## src/rtl/muldiv_pkg.sv

```systemverilog
// -----------------------------------------------------------------------------
// muldiv_pkg
// Shared definitions for the multi-cycle multiply/divide unit:
//   - operation encodings (MULT/MULTU/DIV/DIVU)
//   - FSM state encodings (IDLE/RUN/FIX)
//   - iteration count and the divide-by-zero LO value
//   - abs32(): magnitude of an operand when treated as signed
// Optional feature macro used by the unit: MULDIV_CANCEL_EN
// -----------------------------------------------------------------------------
package muldiv_pkg;

    localparam int MULDIV_ITER = 32;

    typedef enum logic [1:0] {
        OP_MULT  = 2'd0,
        OP_MULTU = 2'd1,
        OP_DIV   = 2'd2,
        OP_DIVU  = 2'd3
    } muldiv_op_e;

    localparam logic [1:0] S_IDLE = 2'd0;
    localparam logic [1:0] S_RUN  = 2'd1;
    localparam logic [1:0] S_FIX  = 2'd2;

    localparam logic [31:0] DIV0_LO = 32'hFFFF_FFFF;

    // Magnitude of v; unsigned operands pass through untouched.
    // 0x8000_0000 maps to itself, which is the correct unsigned magnitude.
    function automatic logic [31:0] abs32(input logic [31:0] v, input logic is_signed);
        return (is_signed && v[31]) ? (32'd0 - v) : v;
    endfunction

endpackage

```

## src/rtl/muldiv_sign_fix.sv

```systemverilog
// -----------------------------------------------------------------------------
// muldiv_sign_fix
// Combinational sign correction of the unsigned iteration result.
//   acc_i      in  64  multiply: unsigned product; divide: {remainder, quotient}
//   is_div_i   in   1  select divide interpretation of acc_i
//   neg_main_i in   1  negate product (multiply) or quotient (divide)
//   neg_rem_i  in   1  negate remainder (divide only)
//   hi_o       out 32  value destined for HI
//   lo_o       out 32  value destined for LO
// -----------------------------------------------------------------------------
module muldiv_sign_fix
    import muldiv_pkg::*;
(
    input  logic [63:0] acc_i,
    input  logic        is_div_i,
    input  logic        neg_main_i,
    input  logic        neg_rem_i,
    output logic [31:0] hi_o,
    output logic [31:0] lo_o
);

    logic [63:0] prod_neg;
    logic [31:0] rem_mag;
    logic [31:0] quo_mag;

    assign prod_neg = 64'd0 - acc_i;
    assign rem_mag  = acc_i[63:32];
    assign quo_mag  = acc_i[31:0];

    always_comb begin
        if (is_div_i) begin
            hi_o = neg_rem_i  ? (32'd0 - rem_mag) : rem_mag;
            lo_o = neg_main_i ? (32'd0 - quo_mag) : quo_mag;
        end else begin
            {hi_o, lo_o} = neg_main_i ? prod_neg : acc_i;
        end
    end

endmodule

```

## src/rtl/mul_div_unit.sv

```systemverilog
// -----------------------------------------------------------------------------
// mul_div_unit
// Multi-cycle MIPS32 MULT/MULTU/DIV/DIVU with architectural HI/LO registers and
// MTHI/MTLO write port. One result bit per cycle (shift-add multiply, restoring
// divide) on magnitudes, with the sign applied in a final FIX cycle.
//   clk      in   1  rising-edge clock
//   reset_n  in   1  asynchronous active-low reset
//   start    in   1  begin an operation (sampled only when idle)
//   op       in   2  0 MULT, 1 MULTU, 2 DIV, 3 DIVU
//   a        in  32  multiplicand / dividend
//   b        in  32  multiplier / divisor
//   mthi     in   1  write wdata to HI (idle only)
//   mtlo     in   1  write wdata to LO (idle only)
//   wdata    in  32  MTHI/MTLO data
//   cancel   in   1  (MULDIV_CANCEL_EN only) abort an operation in flight
//   busy     out  1  operation in flight
//   done     out  1  one-cycle pulse, HI/LO updated this cycle
//   hi       out 32  HI register
//   lo       out 32  LO register
// Optional feature macro: MULDIV_CANCEL_EN adds the cancel input.
// -----------------------------------------------------------------------------
module mul_div_unit
    import muldiv_pkg::*;
#(
    parameter int ITER = MULDIV_ITER
)
(
    input  logic        clk,
    input  logic        reset_n,
    input  logic        start,
    input  logic [1:0]  op,
    input  logic [31:0] a,
    input  logic [31:0] b,
    input  logic        mthi,
    input  logic        mtlo,
    input  logic [31:0] wdata,
`ifdef MULDIV_CANCEL_EN
    input  logic        cancel,
`endif
    output logic        busy,
    output logic        done,
    output logic [31:0] hi,
    output logic [31:0] lo
);

    localparam int CW = $clog2(ITER);
    localparam logic [CW-1:0] LAST = CW'(ITER - 1);

    logic [1:0]    state_q, state_d;
    logic [CW-1:0] count_q, count_d;
    muldiv_op_e    op_q, op_d;
    // Multiplicand (multiply) or divisor (divide), as a magnitude.
    logic [31:0]   opnd_q, opnd_d;
    // Multiply: {partial product, remaining multiplier bits}.
    // Divide:   {partial remainder, dividend bits shifting into quotient}.
    logic [63:0]   acc_q, acc_d;
    logic          neg_main_q, neg_main_d;
    logic          neg_rem_q, neg_rem_d;
    logic          div_zero_q, div_zero_d;
    logic [31:0]   hi_q, hi_d;
    logic [31:0]   lo_q, lo_d;
    logic          done_q, done_d;

    logic          start_signed;
    logic          start_div;
    logic [31:0]   a_abs;
    logic [31:0]   b_abs;
    logic          is_div;
    logic [32:0]   mul_sum;
    logic [32:0]   div_shift;
    logic          div_ge;
    logic [31:0]   div_diff;
    logic [31:0]   div_rem;
    logic [31:0]   fix_hi;
    logic [31:0]   fix_lo;

    assign start_signed = (op == OP_MULT) || (op == OP_DIV);
    assign start_div    = (op == OP_DIV)  || (op == OP_DIVU);
    assign a_abs        = abs32(a, start_signed);
    assign b_abs        = abs32(b, start_signed);
    assign is_div       = (op_q == OP_DIV) || (op_q == OP_DIVU);

    // Shift-add step: add multiplicand when the current multiplier LSB is set,
    // then the whole accumulator shifts right by one (carry enters at bit 63).
    assign mul_sum = {1'b0, acc_q[63:32]} + (acc_q[0] ? {1'b0, opnd_q} : 33'd0);

    // Restoring step: the shifted remainder can momentarily need 33 bits, but
    // after a successful subtract it is always below the divisor, so the
    // 32-bit wrap-around difference is exact.
    assign div_shift = {acc_q[63:32], acc_q[31]};
    assign div_ge    = div_shift >= {1'b0, opnd_q};
    assign div_diff  = div_shift[31:0] - opnd_q;
    assign div_rem   = div_ge ? div_diff : div_shift[31:0];

    muldiv_sign_fix u_sign_fix (
        .acc_i      (acc_q),
        .is_div_i   (is_div),
        .neg_main_i (neg_main_q),
        .neg_rem_i  (neg_rem_q),
        .hi_o       (fix_hi),
        .lo_o       (fix_lo)
    );

    always_comb begin
        state_d    = state_q;
        count_d    = count_q;
        op_d       = op_q;
        opnd_d     = opnd_q;
        acc_d      = acc_q;
        neg_main_d = neg_main_q;
        neg_rem_d  = neg_rem_q;
        div_zero_d = div_zero_q;
        hi_d       = hi_q;
        lo_d       = lo_q;
        done_d     = 1'b0;

        case (state_q)
            S_IDLE: begin
                if (start) begin
                    // A move issued alongside start is dropped.
                    op_d       = muldiv_op_e'(op);
                    opnd_d     = start_div ? b_abs : a_abs;
                    acc_d      = {32'd0, (start_div ? a_abs : b_abs)};
                    neg_main_d = start_signed && (a[31] ^ b[31]);
                    neg_rem_d  = start_signed && a[31];
                    div_zero_d = start_div && (b == 32'd0);
                    count_d    = '0;
                    state_d    = S_RUN;
                end else begin
                    if (mthi) begin
                        hi_d = wdata;
                    end
                    if (mtlo) begin
                        lo_d = wdata;
                    end
                end
            end
            S_RUN: begin
                if (is_div) begin
                    acc_d = {div_rem, acc_q[30:0], div_ge};
                end else begin
                    acc_d = {mul_sum, acc_q[31:1]};
                end
                if (count_q == LAST) begin
                    count_d = '0;
                    state_d = S_FIX;
                end else begin
                    count_d = count_q + CW'(1);
                end
            end
            S_FIX: begin
                // Divide by zero leaves HI = dividend naturally (the remainder
                // path with a zero divisor reproduces |a| and the sign fix
                // restores a); only LO needs overriding.
                hi_d    = fix_hi;
                lo_d    = div_zero_q ? DIV0_LO : fix_lo;
                done_d  = 1'b1;
                state_d = S_IDLE;
            end
            default: begin
                state_d = S_IDLE;
                count_d = '0;
            end
        endcase

`ifdef MULDIV_CANCEL_EN
        // Flush: abandon the operation without touching HI/LO.
        if (cancel && (state_q != S_IDLE)) begin
            state_d = S_IDLE;
            count_d = '0;
            hi_d    = hi_q;
            lo_d    = lo_q;
            done_d  = 1'b0;
        end
`endif
    end

    always_ff @(posedge clk or negedge reset_n) begin
        if (!reset_n) begin
            state_q    <= S_IDLE;
            count_q    <= '0;
            op_q       <= OP_MULT;
            opnd_q     <= 32'd0;
            acc_q      <= 64'd0;
            neg_main_q <= 1'b0;
            neg_rem_q  <= 1'b0;
            div_zero_q <= 1'b0;
            hi_q       <= 32'd0;
            lo_q       <= 32'd0;
            done_q     <= 1'b0;
        end else begin
            state_q    <= state_d;
            count_q    <= count_d;
            op_q       <= op_d;
            opnd_q     <= opnd_d;
            acc_q      <= acc_d;
            neg_main_q <= neg_main_d;
            neg_rem_q  <= neg_rem_d;
            div_zero_q <= div_zero_d;
            hi_q       <= hi_d;
            lo_q       <= lo_d;
            done_q     <= done_d;
        end
    end

    assign busy = (state_q != S_IDLE);
    assign done = done_q;
    assign hi   = hi_q;
    assign lo   = lo_q;

endmodule

```

## config.mk

```make
export PLATFORM = sky130hd
export DESIGN_NAME = mul_div_unit
export DESIGN_NICKNAME = d
export VERILOG_FILES = /design/src/rtl/muldiv_pkg.sv /design/src/rtl/muldiv_sign_fix.sv /design/src/rtl/mul_div_unit.sv
export SDC_FILE = /design/constraint.sdc
export NUM_CORES = 1
export LEC_CHECK = 0
export CELL_PAD_IN_SITES_DETAIL_PLACEMENT = 1
export CELL_PAD_IN_SITES_GLOBAL_PLACEMENT = 1
export CORE_MARGIN = 5
export CORE_UTILIZATION = 35
export DETAILED_ROUTE_END_ITERATION = 10
export DONT_BUFFER_PORTS = 1
export PLACE_DENSITY_LB_ADDON = 0.1
export SYNTH_ARGS = -nofsm -noshare
export SYNTH_HDL_FRONTEND = slang
export SYNTH_SLANG_ARGS = --single-unit
export TNS_END_PERCENT = 1
```

## constraint.sdc

```tcl
create_clock -name clk -period 7.6 [get_ports clk]
set_input_delay 0.76 -clock clk [delete_from_list [all_inputs] [get_ports clk]]
set_output_delay 0.76 -clock clk [all_outputs]
set_load 0.05 [all_outputs]
```

# ---- Yosys cells after proc, flatten, opt, wreduce, memory -nomap -nowiden
# Cells that the tools add are included.
dict set report op_classes {
  n_addsub 8
  n_lt_le_gt_ge 1
  eq_ne 12
  n_mux 28
  bitwise 2
  n_reduce_logical 19
}
# op count
set op_table {}
lappend op_table {{two-way mux 32 bit} 15}
lappend op_table {{two-way mux 64 bit} 3}
lappend op_table {{case mux 32 bit (2 select lines)} 2}
lappend op_table {{case mux 64 bit (2 select lines)} 1}
lappend op_table {{subtractor 1 x 32 -> 32 bit, first input constant} 4}
lappend op_table {{subtractor 1 x 64 -> 64 bit, first input constant} 1}
lappend op_table {{adder 32 x 32 -> 33 bit} 1}
lappend op_table {{>= comparator 33 x 32 -> 1 bit} 1}
lappend op_table {{logical NOT 32 bit} 1}
lappend op_table {{subtractor 32 bit} 1}
lappend op_table {{case mux 5 bit (3 select lines)} 1}
lappend op_table {{== test 2 bit, second input constant} 5}
lappend op_table {{two-way mux 5 bit} 2}
lappend op_table {{!= test 2 bit, second input constant} 5}
lappend op_table {{AND reduction 2 bit} 4}
lappend op_table {{AND reduction 3 bit} 2}
lappend op_table {{nonzero test 2 bit} 3}
lappend op_table {{adder 5 x 1 -> 5 bit, second input constant} 1}
lappend op_table {{== test 5 bit, second input constant} 1}
lappend op_table {{logical AND 1 bit} 4}
lappend op_table {{logical NOT 2 bit} 2}
lappend op_table {{two-way mux 2 bit} 2}
lappend op_table {{case mux 2 bit (2 select lines)} 1}
lappend op_table {{logical OR 1 bit} 3}
lappend op_table {{other kinds (4)} 4}
dict set report word_totals {
  register_bits 173
  inputBits 103
  out_inout_bits 66
  elab_cells 81
}

# ---- Depth between registers and ports, before layout
# Gate-level depths: netlist (run 1).
dict set report depth {
  word_depth 7
  depth_mapped 14
  ltp_nobuf 13
}

# ---- Modules after synthesis
# A second synthesis (run 1) with hierarchy kept.
dict set report unflattened {
  hier_cells 2012
  area_unflattened_um2 15422.3
}
# mod n_inst cells_each area_per_inst_um2 seq_area_each_um2
set modules_own_cells {}
lappend modules_own_cells {mul_div_unit 1 1728 13603.0 4304.1}
lappend modules_own_cells {muldiv_sign_fix 1 284 1819.2 0.0}

# ---- Worst setup path before layout (run 1)
# No wires, ideal clock.
dict set report synth_timing {
  path_type {input-to-reg}
  from {input port b[3]}
  to {register acc_q[29]}
  setup_ps 134
  t_arrival_ps 3041
  slack_ps 4424
  path_stages 9
  path_buffers 0
  path_cell_list {or3_1 or4_1 or4_1 nand2b_1 o31a_1 xnor2_1 nand2_1 a31oi_1 o21ai_0}
}
dict set report synth_between {
  elab_chain_cells 5
}
# item line_no
set synth_rtl {}
lappend synth_rtl {{from (decl)} mul_div_unit.sv:33} ;# input logic [31:0] b,
lappend synth_rtl {{subtractor 1 x 32 -> 32 bit} muldiv_pkg.sv:30} ;# return (is_signed && v[31]) ? (32'd0 - v) : v;
lappend synth_rtl {{two-way mux 32 bit} muldiv_pkg.sv:30}
lappend synth_rtl {{two-way mux 32 bit} mul_div_unit.sv:123} ;# acc_d = {32'd0, (start_div ? a_abs : b_abs)};
lappend synth_rtl {{two-way mux 64 bit} mul_div_unit.sv:119} ;# if (start) begin
lappend synth_rtl {{case mux 64 bit (2 select lines)} mul_div_unit.sv:117} ;# case (state_q)
lappend synth_rtl {{to (signal assigned)} mul_div_unit.sv:184} ;# acc_q <= 64'd0;
lappend synth_rtl {{to (signal assigned)} mul_div_unit.sv:196} ;# acc_q <= acc_d;
lappend synth_rtl {{to (decl)} mul_div_unit.sv:56} ;# logic [63:0] acc_q, acc_d;
# Every way passes these cells. The select of a mux whose other input is x is not followed.
# A chain may end at the register's enable or synchronous reset.

# ---- Worst setup path after layout (run 1)
dict set report layout_timing {
  from {register acc_q[0]}
  to {register acc_q[55]}
}
dict set report layout_between {
  elab_chain_cells 4
}
# item line_no
set layout_rtl {}
lappend layout_rtl {{two-way mux 32 bit} mul_div_unit.sv:85} ;# assign mul_sum = {1'b0, acc_q[63:32]} + (acc_q[0] ? {1'b0, opnd_q} : 33'd0);
lappend layout_rtl {{adder 32 x 32 -> 33 bit} mul_div_unit.sv:85}
lappend layout_rtl {{two-way mux 64 bit} mul_div_unit.sv:139} ;# if (is_div) begin
lappend layout_rtl {{case mux 64 bit (2 select lines)} mul_div_unit.sv:117}
# Every way passes these cells.

==> flow_summary.toml, run 1 <==
[sta]
slew_headroom_pct = 32.0
setup_tns_ns = 0
slew_violations = 0
worstMarginPinSlew_ns = 1.02
hold_viol_final = 0
finalCritPeriodShare_pct = 53.0
max_freq_mhz = 248
finalSetupViolCount = 0
period_needed_ns = 4.03
rsz0062_at_grt = "no"
clock_skew_ns = 0.0181

[global_routing]
grt.overflow.total = 0
grt_pass1_vias = 14700
grt_pass1_wl_um = 94500
grt.total_usage_pct = 26.1
grt_antenna_before_repair = 2
grt_max_degree = 173

[yosys]
synth_top_area_share_pct = 28.7
synth-seq-area-share_pct = 28.7
yosysUniqueCellTypes = 75
yosysWarnings = 0
yosys-top-cells-area = "dfrtp_1 29%, o21ai_0 7.8%, xnor2_1 6.7%"
synth_area_per_cell_um2 = 7.71
syn_inst = 1942
synth_flop_cell = "dfrtp_1"
ys_async_sr_fraction_pct = 100
syn_area_um2 = 15000
synthTopCellsByCount = "232 x o21ai_0, 211 x nand2_1, 181 x nor2_1"
synth.most_common_cell = "o21ai_0"
ys_ff_latch = 172
synth_edf_count = 0
synth_fp_nets = 2117
yosys.area.top_type = "dfrtp_1"

[final_layout]
syn_to_final_growth_pct = 6.80
layout-drive-gt1-share_pct = 4.98
final_nets = 2030
final_cell_area_um2 = 16000

[clock_network]
cts-root-buf = "clkbuf_16"
cts_num_sinks = 172
cts_resized = 0
htree_levels = 4
clk_pin_slew_worst_paths_ns = 0.08
cts_buffers = 17
post_cts_buffers = 0
worstSkewPairLatency_ns = 0.47
ctsHoldBuffers = 1
cts_tree = "yes"
clockBufferDepth = 2

[critical_path]
cp.required_ns = 7.92
cp_num_buf_inv = 1
crit_arrival_ns = 4.35
cp-start-kind = "flop"
slowest_stage = "inv_1"
crit_path_max_fanout = 32
worstPathCellList = "inv_1, nor2_1, ha_1, or3_1, o21bai_1, a21oi_1, or2_2, a31oi_1, o21ai_0, xnor2_1, o21ai_0"
worst_path_most_repeated_cell = "o21ai_0"
path_class = "reg2reg"
cp_top_family = "compound AO/OA/AOI/OAI gates"
slowest_delay_ns = 0.76
end_kind = "flop"

[power_and_ir_drop]
p_int_uw = 3930
p_leak_uw = 0.00656
switchingPower_uw = 5030
p_clk_share_pct = 10.6
sw_frac_of_total_pct = 56.1
ir_worst_vdd_v = 0.000197
power_frac_comb_pct = 62.0
p_per_area_nw_per_um2 = 560
seq_power_share_pct = 27.4

[detailed_routing]
drc = 0
final_antenna_net_count = 0
initialDrtViolationCount = 929
vias = 14600
post_drt_via_cell_ratio = 6.04
drtPass1Iterations = 5
wl_um = 62900
drt-wirelength-per-cell_um = 26.1

[hold_path]
hold_path_class = "in2async"

[place]
io_buffers = 0
gp_congestion = 0.930
placed_cell_area_um2 = 15300
place.detailed.hpwl_um = 49700

[die]
num_rows = 75
ios = 169
initial_utilization_pct = 35.5
die_h_um = 217
core_um2 = 42100
die-area_um2 = 47000
die_w_um = 217

[run]
maxCapViolCount = 0

[status]
status = "completed"
-- cell usage in the layout (no fill, tap or decap), drive strengths merged, types with 5 or more instances in the layout --
cell type,synthesis,final
a211oi,10,10
o21bai,7,7
mux2i,48,48
and2,12,12
xor2,62,62
nor4,18,18
nor3,42,42
mux2,7,7
clkbuf,121,18
a21o,33,33
o211ai,15,15
a22oi,40,40
o31ai,36,36
nand3,23,23
ha,70,70
a31oi,16,16
nand2b,18,18
nand4,18,18
nand2,211,211
buf,5,20
or3,25,25
a221o,6,6
inv,63,68
nor2,181,181
o22ai,24,24
clkinv,0,5
or4,19,19
dfrtp,172,172
xnor2,114,114
nor2b,13,13
and3,5,5
a221oi,5,5
o21a,17,17
o41ai,15,15
a21oi,159,159
o221ai,12,12
o21ai,238,238
or2,10,10
-- sequential cells by signal, indices dropped and copies added (netlist names) --
signal,flops
opnd_q,32
done,1
acc_q,64
div_zero_q,1
hi,32
count_q,5
neg_rem_q,1
op_q,1
lo,32
state_q,2
neg_main_q,1
-- power groups by stage --
| stage | registers (uW) | clock network (uW) | logic, uW |
|---|---|---|---|
| 6_report | 2450 | 953 | 5550 |
| 5_1_grt | 2510 | 1010 | 6080 |
| 4_1_cts | 2440 | 980 | 5510 |
| 3_5_place_dp | 2450 | 0 | 5450 |
| 3_3_place_gp | 2430 | 0 | 5410 |
| 2_1_floorplan | 2050 | 0 | 4030 |
-- worst paths after layout --
check | startpoint | to | slack (ns) | depth (start not counted)
setup / recovery | acc_q[0] | acc_q[55] | 3.57 | 11
hold / removal | reset_n | lo[17] | 0.29 | 1
setup reg to reg | acc_q[0] | acc_q[55] | 3.57 | 11
hold reg to reg | opnd_q[3] | opnd_q[3] | 0.50 | 2
max in group asynchronous | reset_n | op_q[1] | 6.45 | 1
min in group clk | op[0] | neg_main_q | 0.37 | 1
-- cell type report --
type | count | area [um^2]
inverters | 63 | 236
flip-flops and latches | 172 | 4310
fillers | 5067 | 26100
clock inverters | 14 | 179
clock buffers | 18 | 439
well taps | 539 | 674
multi-input cells | 1581 | 9990
repair buffers | 20 | 170
diodes | 2 | 5.00
-- kinds of logic (layout without fill, tap and decap cells) --
family	after synthesis	count (layout)	synth area share (%)
compound gates	669	669	27.5
fa+ha+maj	72	72	6.11
other cells	0	2	0
simple gates	609	609	18.9
buf+inv	189	115	4.74
xor+xnor	176	176	10.3
flops	172	172	28.7
mux	55	55	3.73
-- through the flow --
stage / hold slack, ns / instances / power [uW] / utilization (%) / worst slack [ns]
finish: 0.290 / 2409 / 8960 / 38.0 / 3.57
CTS: 0.339 / 2407 / 8920 / 38.0 / 3.58
global route: 0.347 / 2409 / 9600 / 38.0 / 3.32
detailed placement: 0.470 / 2374 / 7910 / 36.4 / 3.60
global placement: 0.467 / 2374 / 7840 / 36.4 / 3.67
floorplan: 0.450 / 1942 / 6090 / - / 4.42
-- per-layer routing --
metal / track usage (%) / up-vias / wire length, um / part of all wire, %
met5: 0 / - / 13 / 0.021
li1: - / 6853 / - / -
met3: 5.78 / 61 / 4090 / 6.5
met1: 36.8 / 7286 / 29400 / 47
met4: 8.24 / 2 / 1710 / 2.7
met2: 40.0 / 358 / 27600 / 44
Power figures use the tool's default switching activity.
==> run 2, diff against run 1 <==
==> constraint.sdc (replaced) <==
create_clock -name clk -period 3.4 [get_ports clk]
set_input_delay 0.34 -clock clk [delete_from_list [all_inputs] [get_ports clk]]
set_output_delay 0.34 -clock clk [all_outputs]
set_load 0.05 [all_outputs]
==> run 2 against run 1 <==
Net effect:
- the flow now finishes with violations (negative hold slack)
- flip-flop and latch count is the same
- setup slack lost 3.5 ns
- fmax is 22% higher
- clock power increased by 130%
- critical path type unchanged
- largest power group unchanged
- highest routed layer is now met4
==> flow_summary.toml, run 2 (synthesis gave the netlist of run 1 again) <==
[clock_network]
cts_buffers = 17
clk_pin_slew_worst_paths_ns = 0.07
htree_levels = 4
clockBufferDepth = 2
worstSkewPairLatency_ns = 0.47
cts-root-buf = "clkbuf_16"
ctsHoldBuffers = 18
cts_tree = "yes"
cts_num_sinks = 172

[global_routing]
grt.overflow.total = 0
grt_pass1_wl_um = 98400
grt_max_degree = 173
grt.total_usage_pct = 27.2
grt_antenna_before_repair = 1
grt_pass1_vias = 15400

[place]
place.detailed.hpwl_um = 52600
io_buffers = 0
gp_congestion = 0.954

[power_and_ir_drop]
p_per_area_nw_per_um2 = 1250
p_leak_uw = 0.00742
ir_worst_vdd_v = 0.000426
p_clk_share_pct = 10.0
p_int_uw = 10200
finalPower_uw = 21700
power_frac_comb_pct = 67.9
sw_frac_of_total_pct = 52.9
seq_power_share_pct = 22.0
switchingPower_uw = 11500

[die]
die_h_um = 217
num_rows = 75
ios = 169
core_um2 = 42100
die_w_um = 217
initial_utilization_pct = 35.5
die-area_um2 = 47000

[sta]
hold_viol_final = 172
clock_skew_ns = 0.0116
whs_ns = -0.433
slew_violations = 0
slew_headroom_pct = 29.4
max_freq_mhz = 303
finalCritPeriodShare_pct = 97.1
worstMarginPinSlew_ns = 1.06
period_needed_ns = 3.30
finalSetupViolCount = 0

[detailed_routing]
post_drt_via_cell_ratio = 5.90
drt-wirelength-per-cell_um = 25.6
vias = 15200
initialDrtViolationCount = 1180
drtPass1Iterations = 6
drc = 0
final_antenna_net_count = 0
wl_um = 66000

[critical_path]
reg2reg_depth = 12
cp.required_ns = 3.72
end_kind = "flop"
crit_arrival_ns = 3.62
path_class = "reg2reg"
crit_path_max_fanout = 6
cp-start-kind = "flop"

[status]
status = "finished, violations left"
failed_checks = "negative hold slack"

[final_layout]
layout-drive-gt1-share_pct = 12.9
final_nets = 2202
largest_register = "acc_q"
num_antenna_cells = 0
syn_to_final_growth_pct = 16.4
largest_register_ffs = 64
finish.utilization_pct = 41.4
mostFrequentLayoutCells = "227 x o21ai_0, 210 x nand2_1, 179 x nor2_1"
mostFrequentLayoutCell = "o21ai_0"

[run]
maxCapViolCount = 0

[hold_path]
hold_path_class = "in2async"
run 2: cell count changes in the layout (fill, tap and decap cells not counted), sizes merged:
cell and delta:
bufinv +1, buf +154, inv +1, diode -2, clkbuf +1, dlygate4sd3 +18, clkinv -2, clkinvlp -1
run 2: per-layer routing:
layer / routed length (um) / GRT usage, %
met1: 29900 / 37.3
met2: 30000 / 43.5
met3: 3960 / 4.92
met4: 2140 / 9.21
met5: 0 / 0
run 2: cell type report:
class / count / area [um^2]
clock buffers: 19 / 443
clock inverters: 13 / 175
fillers: 5103 / 24700
inverters: 63 / 236
multi-input cells: 1581 / 10100
flip-flops and latches: 172 / 4310
well taps: 539 / 674
repair buffers: 192 / 1540
run 2: power groups by stage:
stage | clock [uW] | sequential [uW] | combinational, uW
after global placement | 0 | 4780 | 14200
after detailed placement | 0 | 4810 | 14400
after global routing | 2290 | 4890 | 16000
final | 2180 | 4790 | 14800
after floorplan | 0 | 4590 | 9020
after CTS | 2220 | 4780 | 14500
run 2: critical path, stage by stage, from the launching register on:
cell and delay (ns):
dfrtp_1 0.36, inv_1 0.23, ha_1 0.36, a21oi_1 0.28
o21ai_0 0.20, a311o_1 0.38, a211oi_1 0.22, buf_4 0.17
o32a_1 0.16, o21ai_0 0.13, xnor2_1 0.17, a222oi_1 0.34
o21ai_0 0.14
run 2: through the flow:
step | instance area, um^2 | instances | setup WS [ns] | TNS, ns | hold WS [ns]
6_report | 17400 | 2579 | 0.0996 | 0 | -0.433
5_1_grt | 17400 | 2579 | -0.0244 | -0.0244 | -0.454
4_1_cts | 17400 | 2579 | 0.0113 | 0 | -0.460
3_5_place_dp | 16600 | 2528 | -0.302 | -0.440 | 0.0500
3_3_place_gp | 16600 | 2528 | -0.246 | -0.357 | 0.0496
2_1_floorplan | 15000 | 1942 | 0.323 | 0 | 0.0444
run 2: path summary, 6_finish.rpt:
path                       slack (ns)    endpoint       start
max                               0.1   acc_q[59]  opnd_q[16]
min                             -0.43        done     reset_n
max reg2reg                       0.1   acc_q[59]  opnd_q[16]
min reg2reg                      0.49  opnd_q[28]  opnd_q[28]
max in group asynchronous        3.53  opnd_q[26]     reset_n
min in group clk                 0.02       hi[9]    wdata[9]
run 2: repair_timing:
action / CTS / global route
setup endpoints to repair: 2 / 13
resized for setup: 3 / 21
endpoints found under the hold margin: 190 / 172
setup buffers: 1 / 0
gates cloned: 0 / 0
pin swaps: 2 / 2
